**config.mk**
```make
export PLATFORM = sky130hd
export DESIGN_NAME = load_store_unit
export DESIGN_NICKNAME = d
export VERILOG_FILES = /design/src/rtl/load_store_unit.sv
export SDC_FILE = /design/constraint.sdc
export NUM_CORES = 1
export LEC_CHECK = 0
export BUFFER_PORTS_ARGS = -buffer_cell sky130_fd_sc_hd__buf_2
export CAP_MARGIN = 30
export CORE_MARGIN = 1.5
export CORE_UTILIZATION = 40
export DETAILED_ROUTE_END_ITERATION = 10
export PLACE_DENSITY_LB_ADDON = 0.05
export SYNTH_ARGS = -nofsm -noshare
export SYNTH_HDL_FRONTEND = slang
export SYNTH_SLANG_ARGS = --single-unit
```
**constraint.sdc**
```tcl
create_clock -name CLK -period 1.86 [get_ports CLK]
set_input_delay 0.186 -clock CLK [delete_from_list [all_inputs] [get_ports CLK]]
set_output_delay 0.186 -clock CLK [all_outputs]
set_load 0.005 [all_outputs]
```
**src/rtl/load_store_unit.sv**
```systemverilog
//------------------------------------------------------------------------------
// Module      : load_store_unit
// Description : Sequences RV32I loads/stores onto a single-request data bus,
//               forms byte enables / replicated store data, extends load data.
// Revision    : 1.0 - initial release
//------------------------------------------------------------------------------
`default_nettype none

module load_store_unit #(
    parameter int unsigned TIMEOUT_CYCLES = 255
) (
    input  logic        CLK,
    input  logic        RST,
    input  logic        Start,
    input  logic        MemWrite,
    input  logic [2:0]  Funct3,
    input  logic [31:0] Addr,
    input  logic [31:0] WriteData,
    output logic        BusReq,
    output logic        BusWe,
    output logic [31:0] BusAddr,
    output logic [3:0]  BusBE,
    output logic [31:0] BusWData,
    input  logic        BusGnt,
    input  logic        BusRValid,
    input  logic [31:0] BusRData,
    output logic [31:0] ReadData,
    output logic        Busy,
    output logic        Done,
    output logic        Err,
    output logic [1:0]  ErrCause
);

    typedef enum logic [2:0] {
        S_IDLE = 3'd0,
        S_REQ  = 3'd1,
        S_WAIT = 3'd2,
        S_FIN  = 3'd3,
        S_FAIL = 3'd4
    } state_t;

    localparam logic [15:0] c_CNT_LAST = 16'(TIMEOUT_CYCLES - 1);

    state_t      r_state;
    state_t      w_next;
    logic        r_we;
    logic [2:0]  r_f3;
    logic [31:0] r_addr;
    logic [31:0] r_wdata;
    logic [15:0] r_cnt;
    logic [1:0]  r_cause;
    logic [31:0] r_rdata;

    logic        w_capture;
    logic [1:0]  w_cause;
    logic        w_illegal;
    logic        w_misaligned;
    logic [7:0]  w_byte;
    logic [15:0] w_half;
    logic [31:0] w_ext;
    logic        w_in_req;

    // Decode uses the live inputs: it only matters in the IDLE cycle that sees Start.
    assign w_illegal    = (Funct3 == 3'b011) || (Funct3[2] && Funct3[1]) ||
                          (MemWrite && Funct3[2]);
    assign w_misaligned = ((Funct3[1:0] == 2'b01) && Addr[0]) ||
                          ((Funct3[1:0] == 2'b10) && (Addr[1:0] != 2'b00));

    always_comb begin
        w_next    = r_state;
        w_capture = 1'b0;
        w_cause   = r_cause;
        case (r_state)
            S_IDLE: begin
                if (Start) begin
                    if (w_illegal) begin
                        w_next  = S_FAIL;
                        w_cause = 2'b10;
                    end else if (w_misaligned) begin
                        w_next  = S_FAIL;
                        w_cause = 2'b01;
                    end else begin
                        w_next = S_REQ;
                    end
                end
            end
            S_REQ: begin
                if (BusGnt && (r_we || BusRValid)) begin
                    w_next    = S_FIN;
                    w_capture = !r_we;
                end else if (r_cnt == c_CNT_LAST) begin
                    w_next  = S_FAIL;
                    w_cause = 2'b11;
                end else if (BusGnt) begin
                    w_next = S_WAIT;
                end
            end
            S_WAIT: begin
                if (BusRValid) begin
                    w_next    = S_FIN;
                    w_capture = 1'b1;
                end else if (r_cnt == c_CNT_LAST) begin
                    w_next  = S_FAIL;
                    w_cause = 2'b11;
                end
            end
            S_FIN:   w_next = S_IDLE;
            S_FAIL:  w_next = S_IDLE;
            default: w_next = S_IDLE;
        endcase
    end

    always_ff @(posedge CLK) begin
        if (RST) begin
            r_state <= S_IDLE;
            r_we    <= 1'b0;
            r_f3    <= 3'd0;
            r_addr  <= 32'd0;
            r_wdata <= 32'd0;
            r_cnt   <= 16'd0;
            r_cause <= 2'b00;
            r_rdata <= 32'd0;
        end else begin
            r_state <= w_next;
            r_cause <= w_cause;
            if (r_state == S_IDLE && Start) begin
                r_we    <= MemWrite;
                r_f3    <= Funct3;
                r_addr  <= Addr;
                r_wdata <= WriteData;
            end
            if (r_state == S_REQ || r_state == S_WAIT) begin
                r_cnt <= r_cnt + 16'd1;
            end else begin
                r_cnt <= 16'd0;
            end
            if (w_capture) begin
                r_rdata <= w_ext;
            end
        end
    end

    assign w_byte = BusRData[{r_addr[1:0], 3'b000} +: 8];
    assign w_half = BusRData[{r_addr[1], 4'b0000} +: 16];

    always_comb begin
        case (r_f3)
            3'b000:  w_ext = {{24{w_byte[7]}}, w_byte};
            3'b001:  w_ext = {{16{w_half[15]}}, w_half};
            3'b100:  w_ext = {24'd0, w_byte};
            3'b101:  w_ext = {16'd0, w_half};
            default: w_ext = BusRData;
        endcase
    end

    // Bus-side outputs are forced to zero outside REQ so reset leaves them clear.
    assign w_in_req = (r_state == S_REQ);
    assign BusReq   = w_in_req;
    assign BusWe    = w_in_req && r_we;
    assign BusAddr  = w_in_req ? {r_addr[31:2], 2'b00} : 32'd0;

    always_comb begin
        BusBE    = 4'b0000;
        BusWData = 32'd0;
        if (w_in_req) begin
            if (r_we) begin
                case (r_f3[1:0])
                    2'b00: begin
                        BusBE    = 4'b0001 << r_addr[1:0];
                        BusWData = {4{r_wdata[7:0]}};
                    end
                    2'b01: begin
                        BusBE    = 4'b0011 << {r_addr[1], 1'b0};
                        BusWData = {2{r_wdata[15:0]}};
                    end
                    default: begin
                        BusBE    = 4'b1111;
                        BusWData = r_wdata;
                    end
                endcase
            end else begin
                BusBE = 4'b1111;
            end
        end
    end

    assign ReadData = r_rdata;
    assign Busy     = (r_state != S_IDLE);
    assign Done     = (r_state == S_FIN);
    assign Err      = (r_state == S_FAIL);
    assign ErrCause = (r_state == S_FAIL) ? r_cause : 2'b00;

endmodule

`default_nettype wire
```
# Word-level counts from Yosys, hierarchy flattened
# Index checks and enable logic that the tools add are counted.
# op_classes
add_sub_neg,1
shift,4
bitwise_logic,1
n_eq_ne,18
muxes,28
n_reduce_logical,22
# ops
cell,count
$pmux W32 S4,1
$mux W32,3
$pmux W32 S2,1
$shiftx A32 B6 Y16,1
$shiftx A32 B6 Y8,1
$mux W3,8
$add A16 B1 Y16 const B,1
$eq A16 B8 Y1 const B,1
$mux W2,7
$eq A3 B2 Y1 const B,3
$eq A3 B3 Y1 const B,3
$pmux W3 S3,1
$mux W4,2
$pmux W4 S2,1
$logic_and A1 B1 Y1,7
$eq A3 B1 Y1 const B,2
$logic_not A3 Y1,2
$ne A2 B2 Y1 const B,3
$ne A3 B3 Y1 const B,2
$pmux W2 S3,1
$reduce_bool A3 Y1,2
$logic_or A1 B1 Y1,5
$reduce_and A5 Y1,1
$eq A2 B1 Y1 const B,2
other kinds (12),13
# totals
ff_bits,121
output_inout_bits,107
wordCells,82

# Logic depth before layout (Yosys ltp)
# depth
ltp_word,7
depth_mapped,8
mapped_depth_nobuf,7

# Worst setup path before layout
# Ideal clock, no wire load.
# synth_path
kind,register -> register
from,register r_addr[1]
to,"register r_rdata[21], in the netlist ReadData[21]"
arrival_time_ns,1.571
path_stages_with_launch,7
setup_slack_ns,0.145
n_path_buf,1
path_cell_list,dfxtp_1 mux4_2 nand2b_1 a211oi_2 nor2_2 buf_4 a211oi_2
# synth_between
elab_chain_cells,2
# synth_rtl
element,line_no,rtl
"start, declared",48,logic [31:0] r_addr;
"start signal, assigned",129,r_addr <= Addr;
$shiftx A32 B6 Y16 / $shiftx A32 B6 Y8 (equally long branches),"144, 143",
$pmux W32 S4 *,147,case (r_f3)
"end signal, assigned",138,r_rdata <= w_ext;
"end, declared",52,logic [31:0] r_rdata;
# Mark *: on every way between the ends. The rest lies on a longest branch, timed or not.
# A chain may end at the register's enable or synchronous reset.

# Final worst setup path
# layout_path
from,register r_f3[1]
to,output BusWData[14]
# layout_between
elab_chain_cells,4
# layout_rtl
element,line_no,rtl
"start, declared",47,logic [2:0] r_f3;
"start signal, assigned",128,r_f3 <= Funct3;
$eq A2 B1 Y1 / $logic_not A2 Y1 (equally long branches),167,case (r_f3[1:0])
$pmux W32 S2 *,167,
$mux W32 *,166,if (r_we) begin
$mux W32 *,165,if (w_in_req) begin
"end, declared",23,"output logic [31:0] BusWData,"
# Marked as above.

==> impl_metrics.env <==
export IMPL_outcome="finished clean"
export IMPL_cap_violations=0
export IMPL_syn_area_um2=5810
export IMPL_synth_fa_ha_area_share_pct=0.431
export IMPL_switching_power_w=0.00211
export IMPL_fin_nets=1081
export IMPL_r2r_end="r_cause[0]$_SDFFE_PP0P_"
export IMPL_max_slew_margin_pct=57.5
export IMPL_fin_crit_sh_pct=95.4
export IMPL_share_comb_of_total_power_pct=16.5
export IMPL_switching_share_pct=27.6
export IMPL_clockBufferDepth=2
export IMPL_vias=6025
export IMPL_grt_pass1_vias=5534
export IMPL_p_int_w=0.00553
export IMPL_fin_crit_ns=1.77
export IMPL_fp_coreArea_um2=14000
export IMPL_yosysWarnings=0
export IMPL_worstRegToRegCells=6
export IMPL_gr_total_overflow=0
export IMPL_synth_edf_count=0
export IMPL_rsz0062_at_grt="true"
export IMPL_postSynthCellCount=777
export IMPL_routed_via_density=5.16
export IMPL_ys_seq_elements=121
export IMPL_power_density_nw_per_um2=966
export IMPL_synth_compound_area_share_pct=18.4
export IMPL_rows=43
export IMPL_synth_top_family_by_area="simple AND/OR/NAND/NOR gates"
export IMPL_postRouteAntennaNets=0
export IMPL_synthArstFlopShare_pct=0
export IMPL_synthMuxAreaShare_pct=4.54
export IMPL_total_power_w=0.00764
export IMPL_port_buffers=209
export IMPL_dieWidth_um=124
export IMPL_critical_path_class="register to output port"
export IMPL_cp_data_required_time_ns=1.67
export IMPL_peakVddDrop_v=0.000585
export IMPL_endpoint="BusWData[14]"
export IMPL_h_tree_depth=4
export IMPL_grt_pass1_wl_mm=27.0
export IMPL_leakage_nw=3.42
export IMPL_max_freq_mhz=564
export IMPL_start_util_pct=41.4
export IMPL_ys_types=45
export IMPL_mostFrequentLayoutCell="buf_2"
export IMPL_yosysSeqAreaShare_pct=41.7
export IMPL_diodes=0
export IMPL_gp_congestion=0.921
export IMPL_syn_area_per_cell_um2=7.48
export IMPL_pin_count=212
export IMPL_cts_tree="built"
export IMPL_hold_path_class="input pin to register"
export IMPL_cp_max_fo=14
export IMPL_whs_ns=0.0154
export IMPL_drt_total_wl_mm=17.6
export IMPL_grt_antenna_before_repair=2
export IMPL_insertion_delay_ns=0.41
export IMPL_fp_dieArea_um2=15300
export IMPL_r2r_start="r_state[0]$_SDFFE_PP0P_"
export IMPL_ff2ff_setup_slack_ns=0.12
export IMPL_drt_iter0_markers=408
export IMPL_synthXorXnorAreaFrac_pct=1.66
export IMPL_seq_power_share_pct=38.3
export IMPL_worst_setup_path_end_kind="output port"
export IMPL_worst_pin_slew_ns=0.637
export IMPL_clk_pin_slew_ns=0.06
export IMPL_cts_root_buf="clkbuf_16"
export IMPL_fin_skew_ns=0.0102
export IMPL_dp_hpwl_mm=12.4
export IMPL_start_kind="register"
export IMPL_power_share_clock_pct=45.2
export IMPL_numCtsBuffers=17
export IMPL_final_cell_mix="buf_2, nand2_1, dfxtp_1"
export IMPL_setup_viol=0
export IMPL_finalMaxSlewViolations=0
export IMPL_synth_ff_type="dfxtp_1"
export IMPL_layout_drive_gt1_share_pct=31.4
export IMPL_drc=0
export IMPL_tns_ns=0
export IMPL_synth_simple_area_share_pct=28.0
export IMPL_wl_per_cell_um=15.1
export IMPL_first_pass_iters=5
export IMPL_grt_max_degree=106
export IMPL_grtUsageTotal_pct=22.7
export IMPL_die_h_um=124
export IMPL_crit_start="r_f3[1]$_SDFFE_PP0P_"
export IMPL_hold_viol_final=0
export IMPL_area_growth_pct=36.0
export IMPL_arrival_ns=1.59
export IMPL_cts_sinks=121
metal layers:
layer  track usage [%]  part of all wire [%]  up-vias
met5                 0                 0.074        -
li1                  -                     -     3012
met3              6.73                   7.4       26
met2              36.3                    47      219
met1              29.6                    44     2766
met4              7.11                   1.7        2
cells by family after synthesis:
kind of cell	after synthesis
simple gates	369
compound gates	175
flops	121
buf+inv	73
mux	25
xor+xnor	11
fa+ha+maj	2
other cells	1
timing repair:
item | 4_1_cts | 5_1_grt
gates resized for setup | 26 | 16
hold buffers | 4 | 0
pin swaps | 1 | 1
gates cloned | 1 | 0
endpoints found under the hold margin | 4 | 0
setup buffers | 4 | 1
setup endpoints to repair | 64 | 39
worst min-delay path by stage:
stage	slack [ns]	depth (start not counted)	from	end
floorplan	0.32	2	Addr[10]	r_addr[10]$_SDFFE_PP0P_
global placement	0.43	3	Addr[2]	r_addr[2]$_SDFFE_PP0P_
detailed placement	0.43	3	Addr[12]	r_addr[12]$_SDFFE_PP0P_
CTS	0.0002	3	Addr[23]	r_addr[23]$_SDFFE_PP0P_
global route	0.001	3	Addr[14]	r_addr[14]$_SDFFE_PP0P_
finish	0.02	3	Addr[16]	r_addr[16]$_SDFFE_PP0P_
synth_stat cells (8+ instances only):
master | count | area, µm²
a211oi_2 | 11 | 138
a21oi_1 | 113 | 566
a221oi_1 | 8 | 70.1
and2_1 | 32 | 200
and3_1 | 11 | 68.8
buf_2 | 15 | 75.1
clkbuf_1 | 43 | 161
dfxtp_1 | 121 | 2420
inv_1 | 10 | 37.5
mux2i_1 | 23 | 230
nand2_1 | 186 | 698
nand2b_1 | 8 | 50.1
nand3_1 | 8 | 40.0
nor2_1 | 84 | 315
nor3_1 | 14 | 70.1
o21ai_0 | 16 | 80.1
power by group through the flow:
stage / clock (W) / combinational, W / sequential, W
5_1_grt: 0.00365 / 0.00140 / 0.00295
6_report: 0.00345 / 0.00126 / 0.00292
3_5_place_dp: 0 / 0.00118 / 0.00298
4_1_cts: 0.00352 / 0.00123 / 0.00292
2_1_floorplan: 0 / 0.000778 / 0.00292
3_3_place_gp: 0 / 0.00115 / 0.00297
sequential cells by signal, indices dropped and copies added (netlist names):
name      flops
r_state       3
ReadData     32
r_cause       2
r_f3          3
r_cnt        16
r_addr       32
r_wdata      32
r_we          1
critical path, cell delays in order, from the launching register on:
cell     delay, ns
dfxtp_4       0.46
buf_4         0.25
o21ai_0       0.17
a21oi_4       0.18
buf_2         0.12
per-stage QoR:
step	worst slack (ns)	area (µm²)	instances	utilization, %
after CTS	0.00275	7840	1166	55.8
after detailed placement	0.0357	7020	1125	50.0
after global placement	0.0774	7020	1125	50.0
after global routing	-0.0133	7900	1167	56.3
final	0.0855	7900	1167	56.3
after floorplan	0.145	5820	778	-
cell type report:
type	instances	area, µm²
fill	1298	6140
multi-input combinational	584	3190
sequential	121	2430
timing repair buffer	240	1390
clock buffer	17	425
tap	180	225
clock inverter	15	200
inverter	10	42.5
(Power assumes the default switching activity.)
